`src/rtl/egg_timer.sv`:
```
// Egg timer core: BCD MM:SS register, button stepping in set mode,
// prescaled countdown to 00:00 in run mode.
module egg_timer #(
  parameter int unsigned TICK_DIV = 100_000_000
) (
  input  logic       clk,
  input  logic       reset,
  input  logic       enable,
  input  logic       cook_time,
  input  logic       minutes,
  input  logic       seconds,
  output logic       minutes_out,
  output logic       seconds_out,
  output logic [2:0] m_tens,
  output logic [3:0] m_ones,
  output logic [2:0] s_tens,
  output logic [3:0] s_ones
);

  localparam int unsigned PW = (TICK_DIV > 1) ? $clog2(TICK_DIV) : 1;
  localparam logic [PW-1:0] PMAX = PW'(TICK_DIV - 1);

  // Fields are packed {tens[2:0], ones[3:0]} so 7'h59 reads as "59".
  logic [6:0]    mm_q, mm_d;
  logic [6:0]    ss_q, ss_d;
  logic [PW-1:0] presc_q, presc_d;
  logic          mbtn_q, mbtn_d;
  logic          sbtn_q, sbtn_d;
  logic          mode_q, mode_d;
  logic          mpls_q, mpls_d;
  logic          spls_q, spls_d;

  logic m_press, s_press, t_zero;

  function automatic logic [6:0] bcd_inc(input logic [6:0] v);
    if (v[3:0] == 4'd9) return {v[6:4] + 3'd1, 4'd0};
    return {v[6:4], v[3:0] + 4'd1};
  endfunction

  function automatic logic [6:0] bcd_dec(input logic [6:0] v);
    if (v[3:0] == 4'd0) return {v[6:4] - 3'd1, 4'd9};
    return {v[6:4], v[3:0] - 4'd1};
  endfunction

  assign m_press = minutes & ~mbtn_q;
  assign s_press = seconds & ~sbtn_q;
  assign t_zero  = (mm_q == 7'h00) && (ss_q == 7'h00);

  always_comb begin
    mm_d    = mm_q;
    ss_d    = ss_q;
    presc_d = presc_q;
    mbtn_d  = mbtn_q;
    sbtn_d  = sbtn_q;
    mode_d  = mode_q;
    mpls_d  = 1'b0;
    spls_d  = 1'b0;
    if (enable) begin
      mbtn_d = minutes;
      sbtn_d = seconds;
      mode_d = cook_time;
      if (cook_time) begin
        presc_d = '0;
        if (s_press) begin
          if (ss_q == 7'h59) begin
            ss_d   = 7'h00;
            spls_d = 1'b1;
          end else begin
            ss_d = bcd_inc(ss_q);
          end
        end
        if (m_press) begin
          if (mm_q == 7'h59) begin
            mm_d   = 7'h00;
            mpls_d = 1'b1;
          end else begin
            mm_d = bcd_inc(mm_q);
          end
        end
      end else if ((cook_time != mode_q) || t_zero) begin
        presc_d = '0;
      end else if (presc_q == PMAX) begin
        presc_d = '0;
        if (ss_q == 7'h00) begin
          ss_d   = 7'h59;
          mm_d   = bcd_dec(mm_q);
          spls_d = 1'b1;
        end else begin
          ss_d = bcd_dec(ss_q);
        end
      end else begin
        presc_d = presc_q + PW'(1);
      end
    end
  end

  always_ff @(posedge clk or posedge reset) begin
    if (reset) begin
      mm_q    <= '0;
      ss_q    <= '0;
      presc_q <= '0;
      mbtn_q  <= 1'b0;
      sbtn_q  <= 1'b0;
      mode_q  <= 1'b0;
      mpls_q  <= 1'b0;
      spls_q  <= 1'b0;
    end else begin
      mm_q    <= mm_d;
      ss_q    <= ss_d;
      presc_q <= presc_d;
      mbtn_q  <= mbtn_d;
      sbtn_q  <= sbtn_d;
      mode_q  <= mode_d;
      mpls_q  <= mpls_d;
      spls_q  <= spls_d;
    end
  end

  assign minutes_out = mpls_q;
  assign seconds_out = spls_q;
  assign m_tens      = mm_q[6:4];
  assign m_ones      = mm_q[3:0];
  assign s_tens      = ss_q[6:4];
  assign s_ones      = ss_q[3:0];

endmodule

```
`config.mk`:
```
export PLATFORM = sky130hd
export DESIGN_NAME = egg_timer
export DESIGN_NICKNAME = d
export VERILOG_FILES = /design/src/rtl/egg_timer.sv
export SDC_FILE = /design/constraint.sdc
export NUM_CORES = 1
export LEC_CHECK = 0
export ABC_AREA = 1
export BUFFER_PORTS_ARGS = -buffer_cell sky130_fd_sc_hd__clkbuf_2
export CELL_PAD_IN_SITES_DETAIL_PLACEMENT = 0
export CELL_PAD_IN_SITES_GLOBAL_PLACEMENT = 1
export CORE_MARGIN = 3
export CORE_UTILIZATION = 40
export DETAILED_ROUTE_END_ITERATION = 16
export HOLD_SLACK_MARGIN = 0.1
export PLACE_DENSITY = 0.76
export SLEW_MARGIN = 20
export SYNTH_ARGS = -nofsm -noshare
export SYNTH_HDL_FRONTEND = slang
export SYNTH_SLANG_ARGS = --single-unit
export TNS_END_PERCENT = 1
```
`constraint.sdc`:
```
create_clock -name clk -period 1.76 [get_ports clk]
set_clock_uncertainty 0.1 [all_clocks]
set_input_delay 0.176 -clock clk [delete_from_list [all_inputs] [get_ports clk]]
set_output_delay 0.176 -clock clk [all_outputs]
set_load 0.05 [all_outputs]
```
[After elaboration in Yosys (flattened, before gate mapping)]
Cells that the tools add are included.
Storage, ports and cells
  register bits after elaboration: 46
  bits of input ports: 6
  word-level logic and storage cells: 104
Cells by class
  add/subtract/negate cells: 9
  eq/ne operators: 11
  muxes and demuxes: 56
  bitwise operators: 4
  reductions and logical operators: 14
Operators with widths (count)
  $mux W7: 20
  $mux W27: 3
  $mux W1: 33
  $add A27 B1 Y27 const B: 1
  $eq A27 B27 Y1 const B: 1
  $eq A7 B7 Y1 const B: 2
  $logic_not A7 Y1: 2
  $add A4 B1 Y4 const B: 2
  $eq A4 B4 Y1 const B: 2
  $logic_not A4 Y1: 2
  $sub A4 B1 Y4 const B: 2
  $reduce_and A7 Y1: 1
  $add A3 B1 Y3 const B: 2
  $ne A3 B1 Y1 const B: 2
  $reduce_and A6 Y1: 1
  $reduce_bool A2 Y1: 3
  $sub A3 B1 Y3 const B: 2
  $reduce_and A5 Y1: 1
  $ne A2 B1 Y1 const B: 2
  $reduce_and A4 Y1: 1
  $reduce_bool A3 Y1: 1
  $and A1 B1 Y1: 2
  $ne A2 B2 Y1 const B: 1
  $not A1 Y1: 2
  3 further kinds: 3

[Longest topological paths before layout]
  word-level depth: 12
  depth in mapped cells: 12
  depth with buffers taken out: 11

[Worst setup path after synthesis]
OpenSTA, ideal clock, no wires.
  path kind: register -> register
  start point: register ss_q[4]
  end point: register presc_q[18]
  library setup time: 71 ps
  arrival: 1835 ps
  required time: 1589 ps
  slack: -246 ps
  stages on the path, launching flop included: 13
  period minus slack after synthesis: 2006 ps
  path through: dfrtp_1 inv_1 ha_1 inv_1 nor2_1 nand3_1 nor2_1 nor2_2 nand3_2 nand2_2 inv_4 buf_6 nor2_1
Between the ends
  word-level cells in the longest chain between the ends: 5
RTL lines
  from (decl): RTL line 25  | logic [6:0] ss_q, ss_d;
  from (signal assigned): RTL line 109  | ss_q <= ss_d;
  $logic_not A7 Y1: RTL line 47  | assign t_zero = (mm_q == 7'h00) && (ss_q == 7'h00);
  $logic_and A1 B1 Y1: RTL line 47
  $logic_or A1 B1 Y1: RTL line 80  | end else if ((cook_time != mode_q) || t_zero) begin
  $mux W27: RTL line 80
  $mux W27: RTL line 62  | if (cook_time) begin
  to (signal assigned): RTL line 110  | presc_q <= presc_d;
  to (decl): RTL line 26  | logic [PW-1:0] presc_q, presc_d;
Every way passes these cells.
A chain may end at the register's enable or synchronous reset.

[Final worst setup path]
  start point: register mm_q[4]
  end point: register mm_q[4]
Between the ends
  word-level cells in the longest chain between the ends: 7
  elaborated cells on any way between the ends: 19
  classes of those cells: add/sub: 2; eq/ne: 3; mux: 10; reduce/logical: 4
RTL lines
  from (decl): RTL line 24  | logic [6:0] mm_q, mm_d;
  from (signal assigned): RTL line 108  | mm_q <= mm_d;
  $sub A3 B1 Y3: RTL line 41  | if (v[3:0] == 4'd0) return {v[6:4] - 3'd1, 4'd9};
  $mux W7: RTL line 41
  $mux W7: RTL line 42  | return {v[6:4], v[3:0] - 4'd1};
  $mux W7: RTL line 84  | if (ss_q == 7'h00) begin
  $mux W7: RTL line 82  | end else if (presc_q == PMAX) begin
  $mux W7: RTL line 80
  $mux W7: RTL line 62
Parallel ways exist; a longest one is shown, timed or not. The select of a mux whose other input is x is not followed.

==> impl_metrics.yaml <==
placed_design:
  cell_area_after_placement_um2: 3770
  routabilityCongestion: 0.825
  placed_cells: 603
  pre_cts_slack_ns: -0.00183
  io_buffers: 21
  place_hpwl_mm: 6.09
synth:
  postSynthCellCount: 449
  asyncSetResetFlopFracSynth_pct: 100
  post_syn_area_per_cell_um2: 7.23
  ys_ff_latch: 46
  synthesis.nets: 470
  synth_top_flop_cell: "sky130_fd_sc_hd__dfrtp_1"
  ys_types: 36
  number_of_enable_flip_flop_cells_after_synthesis: 0
  ys_warn_count: 0
  synth.yosys.seq_area_share_pct: 35.5
  syn_area_um2: 3240
layout:
  fin_area_um2: 4050
  final_common_cell: "sky130_fd_sc_hd__nand2_1"
  finalNetCount: 537
  filler_cell_count: 809
  fin_util_pct: 51.9
  final_cell_count_no_fill: 619
  layout-area-overhead-vs-synth_pct: 24.8
  layout-drive-gt1-share_pct: 29.2
  most_frequent_cells_in_the_layout: "sky130_fd_sc_hd__nand2_1 (106), sky130_fd_sc_hd__inv_1 (50), sky130_fd_sc_hd__nor2_1 (47)"
  num_antenna_cells: 0
critical_path:
  critical_path.slowest_cell: "sky130_fd_sc_hd__dfrtp_2"
  crit_path_max_fanout: 6
  critical_path_class: "reg2reg"
  crit_required_ns: 1.86
  worst_r2r_path_depth: 12
  timing.critical_path.depth: 12
  crit_path_cell_trace: "inv_1, ha_2, inv_1, nor2_1, nand3_1, nor2_2, nor2_2, nand2_1, nand2_2, buf_4, nand4_1, nand2_1"
  r2r-start: "mm_q[4]"
  path_delay_family: "simple AND/OR/NAND/NOR gates"
  timing.critical_path.slowest_cell_delay_ns: 0.41
  crit_path_end_kind: "register"
  startpoint_type: "register"
  worst-r2r-setup-slack_ns: 0.09
  critical_path.n_buffers_inverters: 3
  endpoint: "mm_q[4]"
  timing.rr.end: "mm_q[4]"
  startpoint: "mm_q[4]"
  crit_arrival_ns: 1.78
pwr:
  vdd_ir_drop_max_v: 0.000915
  overall_power_mw: 4.66
  pwr_density_cell_nw_per_um2: 1150
  power_leakage_nw: 2.00
sta:
  setup_repair_after_global_routing_missed_its_margin: "yes"
  postLayoutSetupSlackWorst_ns: 0.0852
  worstMarginPinSlew_ns: 0.480
  fin_tns_setup_ns: 0
  finalWorstPathRequiredPeriod_ns: 1.67
  timing.final.crit_share_pct: 95.2
  max_freq_ghz: 0.597
  report.final.hold_viol_count: 0
  hold_slack_ns: 0.134
  maxSlewHeadroom_pct: 67.9
  slew_violations: 0
  final_setup_violations: 0
floorplan:
  die_width_um: 96.1
  design.die.area_um2: 9230
  start_util_pct: 41.6
  floorplan.rows: 32
  pin_count: 22
  fp.coreArea_um2: 7810
  dieHeight_um: 96.1
clocking:
  cts_num_sinks: 46
  clock_tree.htree_level_count: 2
  cts_tree: "built"
  worstSkewPairLatency_ns: 0.30
  clk_pin_slew_worst_paths_ns: 0.10
  root_buffer: "sky130_fd_sc_hd__clkbuf_8"
  cts_made_buffers: 5
  cts_max_path_buffers: 2
hold_path:
  timing.hold.worst.class: "in2reg"
route:
  firstDrtPassIters: 5
  remaining_drc_errors: 0
  vias_per_cell: 4.83
  route.vias.total: 2989
  first_iter_violations: 103
  wire_per_inst_um: 13.1
  postRouteAntennaNets: 0
  drt-total-wl_mm: 8.11
global_routing:
  antenna_found_initial: 0
  first_pass_grt_wire_length_mm: 13.7
  first_global_vias: 2913
  grt_max_degree: 26
  global_route_total_usage_across_every_layer_pct: 18.9
  globalRouteOverflowTotal: 0
status:
  outcome: "completed"
job:
  maxCapViolCount: 0
worst register-to-register path, cell delays in order, from the launching register on:
cell and delay (ns):
sky130_fd_sc_hd__dfrtp_2 0.41, sky130_fd_sc_hd__inv_1 0.08, sky130_fd_sc_hd__ha_2 0.19, sky130_fd_sc_hd__inv_1 0.04
sky130_fd_sc_hd__nor2_1 0.08, sky130_fd_sc_hd__nand3_1 0.09, sky130_fd_sc_hd__nor2_2 0.10, sky130_fd_sc_hd__nor2_2 0.06
sky130_fd_sc_hd__nand2_1 0.07, sky130_fd_sc_hd__nand2_2 0.06, sky130_fd_sc_hd__buf_4 0.16, sky130_fd_sc_hd__nand4_1 0.07
sky130_fd_sc_hd__nand2_1 0.06
cells in the mapped netlist, types with 3 or more instances:
library cell	count	area, um2
sky130_fd_sc_hd__xnor2_1	8	70.1
sky130_fd_sc_hd__dfrtp_1	46	1150
sky130_fd_sc_hd__nor2_2	7	43.8
sky130_fd_sc_hd__nor2_1	57	214
sky130_fd_sc_hd__inv_2	3	11.3
sky130_fd_sc_hd__nand2_2	8	50.1
sky130_fd_sc_hd__inv_1	57	214
sky130_fd_sc_hd__ha_1	15	188
sky130_fd_sc_hd__a21oi_1	6	30.0
sky130_fd_sc_hd__buf_2	6	30.0
sky130_fd_sc_hd__nor3_1	7	35.0
sky130_fd_sc_hd__o21ai_0	14	70.1
sky130_fd_sc_hd__nand3_1	31	155
sky130_fd_sc_hd__nand3_2	3	30.0
sky130_fd_sc_hd__nand2_1	111	417
sky130_fd_sc_hd__xor2_1	20	175
sky130_fd_sc_hd__o21ai_1	4	20.0
sky130_fd_sc_hd__nand4_1	21	131
cell type report:
cell class              instances  area [um2]  share of cell area, %
inverters                      61         239                   5.90
flip-flops and latches         46        1170                   28.8
well taps                     102         128                   3.15
multi-input cells             330        1910                   47.2
repair buffers                 72         512                   12.6
clock buffers                   6        82.6                   2.04
clock inverters                 2        12.5                  0.309
sequential cells by signal, summed over array words and instances, names as in the netlist:
register	cells
mbtn_q	1
minutes_out	1
mm_q	7
mode_q	1
presc_q	27
sbtn_q	1
seconds_out	1
ss_q	7
power by group:
| part | total (mW) | internal, mW | switching, mW |
|---|---|---|---|
| combinational | 2.55 | 0.927 | 1.63 |
| sequential | 1.40 | 1.24 | 0.160 |
| clock | 0.708 | 0.317 | 0.391 |
how the worst min path moves through the flow:
stage | startpoint | endpoint | slack, ns | depth (start not counted)
2_1_floorplan | minutes | mbtn_q | 0.20 | 2
3_3_place_gp | reset | minutes_out | 0.11 | 2
3_5_place_dp | reset | minutes_out | 0.11 | 2
4_1_cts | enable | sbtn_q | 0.12 | 3
5_1_grt | enable | sbtn_q | 0.14 | 3
6_report | enable | sbtn_q | 0.13 | 3
repair_timing:
| item | CTS | global route |
|---|---|---|
| setup endpoints to repair | 16 | 41 |
| resized for setup | 1 | 35 |
| buffers inserted | 0 | 5 |
| hold endpoints to repair | 20 | 0 |
| pin swaps | 0 | 16 |
| hold buffers | 3 | 0 |
metal layers:
| metal | up-vias | GRT usage (%) | part of all wire [%] | wire, um |
|---|---|---|---|---|
| li1 | 1560 | - | - | - |
| met1 | 1383 | 27.1 | 51 | 4160 |
| met2 | 44 | 30.0 | 45 | 3660 |
| met3 | 2 | 3.05 | 3.1 | 250 |
| met4 | 0 | 4.27 | 0.55 | 45 |
| met5 | - | 0 | 0 | 0 |
logic make-up (layout without fill, tap and decap cells):
kind of cell | after synthesis | count (layout) | synth area share (%)
XOR/XNOR | 28 | 28 | 7.56
buffers and inverters | 73 | 141 | 9.41
AND/OR/NAND/NOR | 252 | 252 | 35.4
flip-flops | 46 | 46 | 35.5
AO/OA/AOI/OAI | 34 | 34 | 6.06
multiplexers | 1 | 1 | 0.309
adder cells (fa/ha/maj) | 15 | 15 | 5.78
No activity file was read; power rests on OpenSTA's default activity.
